<file path="src/rtl/breath_led_array.sv">
// Multi-channel breathing-LED PWM generator: one shared period counter, per-channel
// saturating duty ramps, per-channel mode (off/on/breathe/freeze), polarity and global enable.
module breath_led_array #(
  parameter int unsigned CH_NUM     = 4,
  parameter int unsigned PWM_PERIOD = 100000,
  parameter int unsigned CNT_W      = 17,
  parameter int unsigned STEP       = 50,
  parameter int unsigned PHASE_EN   = 1,
  parameter int unsigned ACTIVE_LOW = 1
) (
  input  logic                  sys_clk,
  input  logic                  sys_rst,
  input  logic                  en,
  input  logic [2*CH_NUM-1:0]   mode,
  output logic [CH_NUM-1:0]     led,
  output logic                  period_tick,
  output logic                  breath_done
);

  localparam int unsigned EXT_W      = CNT_W + 1;
  localparam int unsigned PHASE_STEP = PWM_PERIOD / CH_NUM;

  localparam logic [CNT_W-1:0] CNT_LAST = CNT_W'(PWM_PERIOD - 1);
  localparam logic [CNT_W-1:0] DUTY_MAX = CNT_W'(PWM_PERIOD);
  localparam logic [CNT_W:0]   PERIOD_X = EXT_W'(PWM_PERIOD);
  localparam logic [CNT_W:0]   STEP_X   = EXT_W'(STEP);
  localparam logic             INACTIVE = (ACTIVE_LOW != 0);

  localparam logic [1:0] MODE_OFF     = 2'b00;
  localparam logic [1:0] MODE_ON      = 2'b01;
  localparam logic [1:0] MODE_BREATHE = 2'b10;

  localparam logic DIR_UP   = 1'b0;
  localparam logic DIR_DOWN = 1'b1;

  logic [CNT_W-1:0]  period_cnt_q, period_cnt_d;
  logic [CNT_W-1:0]  duty_q [CH_NUM];
  logic [CNT_W-1:0]  duty_d [CH_NUM];
  logic [CH_NUM-1:0] dir_q, dir_d;
  logic [CH_NUM-1:0] led_q, led_d;
  logic              period_tick_q, period_tick_d;
  logic              breath_done_q, breath_done_d;

  logic              period_end_c;
  logic [1:0]        mode_ch;
  logic              lit;
  logic [CNT_W:0]    duty_ext;

  assign period_end_c = en && (period_cnt_q == CNT_LAST);

  // Next-state: counter wrap, per-channel ramp with saturation at both endpoints, pin levels.
  always_comb begin
    period_cnt_d  = period_cnt_q;
    duty_d        = duty_q;
    dir_d         = dir_q;
    led_d         = {CH_NUM{INACTIVE}};
    period_tick_d = 1'b0;
    breath_done_d = 1'b0;
    mode_ch       = MODE_OFF;
    lit           = 1'b0;
    duty_ext      = '0;

    if (en) begin
      period_cnt_d  = period_end_c ? '0 : period_cnt_q + CNT_W'(1);
      period_tick_d = period_end_c;

      for (int i = 0; i < int'(CH_NUM); i++) begin
        mode_ch  = mode[2*i +: 2];
        duty_ext = {1'b0, duty_q[i]};

        case (mode_ch)
          MODE_OFF: lit = 1'b0;
          MODE_ON:  lit = 1'b1;
          default:  lit = (period_cnt_q < duty_q[i]);
        endcase
        led_d[i] = lit ^ INACTIVE;

        if (period_end_c && (mode_ch == MODE_BREATHE)) begin
          if (dir_q[i] == DIR_UP) begin
            if ((duty_ext + STEP_X) >= PERIOD_X) begin
              duty_d[i] = DUTY_MAX;
              dir_d[i]  = DIR_DOWN;
            end else begin
              duty_d[i] = CNT_W'(duty_ext + STEP_X);
            end
          end else begin
            if (duty_ext <= STEP_X) begin
              duty_d[i] = '0;
              dir_d[i]  = DIR_UP;
              if (i == 0) begin
                breath_done_d = 1'b1;
              end
            end else begin
              duty_d[i] = CNT_W'(duty_ext - STEP_X);
            end
          end
        end
      end
    end
  end

  // State registers; reset staggers the starting duty of each channel when enabled.
  always_ff @(posedge sys_clk) begin
    if (sys_rst) begin
      period_cnt_q  <= '0;
      dir_q         <= {CH_NUM{DIR_UP}};
      led_q         <= {CH_NUM{INACTIVE}};
      period_tick_q <= 1'b0;
      breath_done_q <= 1'b0;
      for (int i = 0; i < int'(CH_NUM); i++) begin
        duty_q[i] <= (PHASE_EN != 0) ? CNT_W'(PHASE_STEP * i) : '0;
      end
    end else begin
      period_cnt_q  <= period_cnt_d;
      dir_q         <= dir_d;
      led_q         <= led_d;
      period_tick_q <= period_tick_d;
      breath_done_q <= breath_done_d;
      for (int i = 0; i < int'(CH_NUM); i++) begin
        duty_q[i] <= duty_d[i];
      end
    end
  end

  assign led         = led_q;
  assign period_tick = period_tick_q;
  assign breath_done = breath_done_q;

endmodule

</file>
<file path="config.mk">
export PLATFORM = sky130hd
export DESIGN_NAME = breath_led_array
export DESIGN_NICKNAME = d
export VERILOG_FILES = /design/src/rtl/breath_led_array.sv
export SDC_FILE = /design/constraint.sdc
export NUM_CORES = 1
export LEC_CHECK = 0
export CORE_MARGIN = 1.5
export CORE_UTILIZATION = 55
export DETAILED_ROUTE_END_ITERATION = 10
export GPL_TIMING_DRIVEN = 0
export PLACE_DENSITY = 0.72
export SLEW_MARGIN = 10
export SYNTH_ARGS = -nofsm -noshare
export SYNTH_HDL_FRONTEND = slang
export SYNTH_SLANG_ARGS = --single-unit
</file>
<file path="constraint.sdc">
create_clock -name sys_clk -period 3.5 [get_ports sys_clk]
set_clock_uncertainty 0.2 [all_clocks]
set_input_delay 0.7 -clock sys_clk [delete_from_list [all_inputs] [get_ports sys_clk]]
set_output_delay 0.7 -clock sys_clk [all_outputs]
set_load 0.02 [all_outputs]
</file>
* After elaboration in Yosys (flattened, before gate mapping)
Index checks and enable logic that the tools add are counted.
Storage, ports and cells: register bits after elaboration 95, bits of input ports 11, logic and storage cells 98
Operators by class: add/subtract/negate cells 9, order comparisons 12, eq/ne operators 9, multiplexer cells 34, bitwise logic cells 7, reduce and logical (&&, ||, !) cells 15
Operators with widths (number):
- 17-bit two-way mux | 13
- 17-bit by 6-bit adder with 18-bit output (second input constant) | 4
- 18-bit by 17-bit >= comparator with 1-bit output (second input constant) | 4
- 17-bit by 6-bit <= comparator with 1-bit output (second input constant) | 4
- 17-bit less-than comparator | 4
- 17-bit by 6-bit subtractor with 17-bit output (second input constant) | 4
- 17-bit by 1-bit adder with 17-bit output (second input constant) | 1
- 17-bit == test (second input constant) | 1
- 1-bit two-way mux | 17
- 2-bit by 1-bit == test with 1-bit output (second input constant) | 4
- 2-bit == test (second input constant) | 4
- 2-bit logical NOT | 4
- 1-bit one-hot mux with 2 select lines | 4
- 2-bit AND reduction | 4
- 1-bit inverter | 7
- 1-bit logical AND | 5
- 4-bit OR reduction | 1
- 2-bit OR reduction | 1

* Longest topological paths before layout
word-level depth 5, depth in mapped cells 11, gate-level depth less buffers 10

* Worst setup path after synthesis
Ideal clock, no wire load.
path type in2reg, start in en, end reg duty_q[39] (netlist bit), library setup time 134 ps, data arrival time 2436 ps, required time 3166 ps, path slack 729 ps, stages 9, path buffers 2, cell sequence clkbuf_1 nand2_1 nor2_1 and4_1 and2_1 clkbuf_1 o21ai_0 a2111oi_0 a31oi_1
Between the ends: cells in the longest elaborated chain, start to end 3
Ends and longest elaborated chain:
- start: declaration | RTL line 13 | input logic en,
- 1-bit logical AND | RTL line 49 | assign period_end_c = en && (period_cnt_q == CNT_LAST);
- 1-bit logical AND | RTL line 78 | if (period_end_c && (mode_ch == MODE_BREATHE)) begin
- 2-bit AND reduction (no source line) (*)
- end signal: indexed assignment | RTL line 111 | duty_q[i] <= (PHASE_EN != 0) ? CNT_W'(PHASE_STEP * i) : '0;
- end signal: indexed assignment | RTL line 120 | duty_q[i] <= duty_d[i];
- end: declaration | RTL line 37 | logic [CNT_W-1:0] duty_q [CH_NUM];
Every way passes the cells marked *; elsewhere a longest branch is shown, timed or not. A chain may end at the register's enable or synchronous reset.

* Worst setup path after layout
start reg duty_q[1] (netlist bit), end reg duty_q[14] (netlist bit)
Between the ends: cells in the longest elaborated chain, start to end 4, elaborated cells between the ends (all ways) 7, classes of those cells add/sub: 2; order compare: 2; mux: 3
Ends and longest elaborated chain:
- 17-bit by 6-bit adder with 18-bit output | RTL line 84 | duty_d[i] = CNT_W'(duty_ext + STEP_X);
- 18-bit by 17-bit >= comparator with 1-bit output | RTL line 80 | if ((duty_ext + STEP_X) >= PERIOD_X) begin
- 17-bit two-way mux | RTL line 80
- 17-bit two-way mux (*) | RTL line 79 | if (dir_q[i] == DIR_UP) begin
Marks and branches as above.

==> impl_metrics.toml <==
[power_and_ir_drop]
p_int_mw = 1.65
switching_share_pct = 24.3
power.density_cell_area_nw_per_um2 = 229
max-vdd-ir-drop_v = 0.000229
switchingPower_uw = 528
p_seq_share_pct = 48.1
combPwrFrac_pct = 4.3
power.leakage_nw = 3.57
clkPwrFrac_pct = 47.6

[timing]
period_share_pct = 95.8
tns_ns = 0
relSlewSlack_pct = 36.9
worstMarginPinSlew_ns = 0.946
max_freq_mhz = 298
maxSlewViolCount = 0
setup_viol = 0
worst_slack_ns = 0.147
layout_min_cycle_time_ns = 3.35
finalHoldViolCount = 0

[detailed_routing]
vias = 9690
vias_per_cell = 6.59
postRouteAntennaNets = 0
drc = 0
avgRoutedWirePerCell_um = 19.1
wirelength_um = 28100
firstDrtPassIters = 5
drt_iter0_markers = 1267

[yosys]
ys_seq_area_share_pct = 20.9
synth-compound-area-share_pct = 30.1
synth-main-ff-cell = "dfxtp_1"
synth_most_common_cell = "a21oi_1"
synth_area_leaders = "dfxtp_1 (21%), ha_1 (11%), a21oi_1 (6.6%)"
post_synth_xor_area_fraction_pct = 3.81
synthMuxAreaShare_pct = 0.716
synth_top_area_share_pct = 20.9
netlist_instances = 1228
syn-cell-area_um2 = 8730
synth-edff-count = 0
syn-num-nets = 1316
synth-seq-cells = 91
synth_top_family_by_area = "compound AO/OA/AOI/OAI gates"
async_flop_share_pct = 0
yosys-top-cells-count = "a21oi_1 (115), nor2_1 (108), nand2_1 (92), o21ai_0 (92), dfxtp_1 (91)"
postSynthAreaPerCell_um2 = 7.11
yosysUniqueCellTypes = 77
yosys_warnings = 0
synthSimpleGateAreaFrac_pct = 26.7
synth_fa_ha_area_share_pct = 11.0
synth_top_area_cell = "dfxtp_1"

[worst_setup_path]
cp-end-kind = "register"
critPathCapture = "duty_q[14]$_SDFFE_PP0P_"
r2r_start = "duty_q[1]$_SDFFE_PP0P_"
path_class = "register to register"
worst_ep_required_time_ns = 3.60
reg2reg_slack_ns = 0.15
r2r-end = "duty_q[14]$_SDFFE_PP0P_"
cp-startpoint = "duty_q[1]$_SDFFE_PP0P_"
reg2reg_depth = 10
cp.arrival_ns = 3.45
path_max_fanout = 9
cp-start-kind = "register"

[clocking]
post_cts_buffers = 0
clk_pin_slew_worst_paths_ns = 0.07
clock-root-buffer = "clkbuf_16"
cts_buffer_depth = 2
cts_buffers = 9
cts_tree = "yes"
clk_latency_ns = 0.36
htree_levels = 3
cts_sinks = 91

[job]
maxCapViolCount = 0

[die]
die-height_um = 129
num_rows = 45
dieArea_um2 = 16600
start_util_pct = 56.8
die_x_um = 129
core_um2 = 15400
ioPinCount = 17

[placed_design]
io_buffer_count = 15
dpl.hpwl_um = 20100
place_inst = 1454
placed_area_um2 = 9150
gp_congestion = 0.983
place_ws_ns = -0.00269

[worst_hold_path]
hold_path_depth = 2
min_path_type = "register to register"

[final_layout]
nets = 1342
areaGrowthSynthToFinish_pct = 8.45
final_util_pct = 61.6
final_area_um2 = 9470
diodes = 0
drive_above_1_share_pct = 5.80
multi_input_area_um2 = 6340
num-fill-cells = 1476
final_cell_count_no_fill = 1470
regArea_um2 = 1820

[grt]
grtUsageTotal_pct = 34.5
grt_start_max_net_pins = 15
antenna_found_initial = 0
grt_pass1_vias = 8769
gr-total-overflow = 0
grt_first_pass_wirelength_um = 45900

[run_status]
status = "finished clean"
## cell families after synthesis
logic type / Yosys count
AND/OR/NAND/NOR: 462
AO/OA/AOI/OAI: 406
buffers and inverters: 148
flip-flops: 91
adder cells (fa/ha/maj): 77
XOR/XNOR: 38
multiplexers: 6
## registers in the layout, indices dropped and copies added (netlist names)
signal and cells:
breath_done 1, dir_q 4, duty_q 64, led 4
period_cnt_q 17, period_tick 1
## worst min-delay path by stage
stage,start,slack [ns],endpoint
global placement,duty_q[28]$_SDFFE_PP0P_,0.34,duty_q[28]$_SDFFE_PP0P_
floorplan,duty_q[28]$_SDFFE_PP0P_,0.30,duty_q[28]$_SDFFE_PP0P_
CTS,duty_q[28]$_SDFFE_PP0P_,0.35,duty_q[28]$_SDFFE_PP0P_
finish,duty_q[29]$_SDFFE_PP0P_,0.36,duty_q[29]$_SDFFE_PP0P_
global route,duty_q[28]$_SDFFE_PP0P_,0.38,duty_q[28]$_SDFFE_PP0P_
detailed placement,duty_q[28]$_SDFFE_PP0P_,0.34,duty_q[28]$_SDFFE_PP0P_
## worst max-delay path, stage by stage (launching register included)
cell and delay (ns):
dfxtp_1 0.38, ha_1 0.22, clkbuf_1 0.24, a211oi_4 0.52, nor3_1 0.11, xnor2_1 0.32, a32oi_1 0.19, a311oi_2 0.65
a2bb2oi_1 0.12, o21ai_0 0.17, o211a_1 0.16
## layer usage
layer,vias up,routed length (um),track usage (%)
met5,-,0,0
met4,0,1160,15.2
met3,112,2940,6.52
met2,578,12100,53.2
met1,4374,11900,47.2
li1,4626,-,-
## power groups by stage
stage	Combinational [mW]	Clock (mW)	Sequential [mW]
after global routing	0.102	1.08	1.05
after global placement	0.0930	0	1.07
after detailed placement	0.0931	0	1.07
after CTS	0.0935	1.03	1.05
final	0.0944	1.03	1.05
after floorplan	0.0419	0	1.07
## placed cells by master, fill, tap and decap left out, drive strengths merged, types with 13 or more instances in the layout
| cell | netlist | layout |
|---|---|---|
| nor4 | 20 | 20 |
| o211ai | 16 | 16 |
| a211oi | 25 | 25 |
| nor3 | 57 | 57 |
| a31oi | 23 | 23 |
| inv | 65 | 65 |
| buf | 25 | 25 |
| a21oi | 115 | 115 |
| nand3 | 51 | 51 |
| xnor2 | 23 | 23 |
| clkdlybuf4s50 | 0 | 15 |
| o21ai | 92 | 92 |
| nand2b | 14 | 14 |
| nand2 | 92 | 92 |
| o21a | 13 | 13 |
| and3 | 16 | 16 |
| and2 | 16 | 16 |
| clkbuf | 54 | 65 |
| nor2 | 109 | 109 |
| nand4 | 35 | 35 |
| ha | 77 | 77 |
| xor2 | 15 | 15 |
| a21o | 25 | 25 |
| dfxtp | 91 | 91 |
## timing repair
action / 4_1_cts / 5_1_grt
hold buffers: 0 / 0
hold endpoints to repair: 0 / 0
setup endpoints to repair: 0 / 18
gates resized for setup: 0 / 8
## through the flow
stage	power, mW	hold WS, ns
2_1_floorplan	1.11	0.298
3_3_place_gp	1.16	0.340
3_5_place_dp	1.16	0.341
4_1_cts	2.17	0.352
5_1_grt	2.23	0.376
6_report	2.17	0.360
## layout make-up
type,instances,share of cell area (%)
plain buffers,79,3.61
clock buffers,11,2.56
clock inverters,5,0.555
inverters,69,2.73
multi-input cells,989,66.9
flip-flops and latches,91,19.2
well taps,211,2.79
repair buffers,15,1.58
Note: power is estimated with default switching activity, not from simulation.
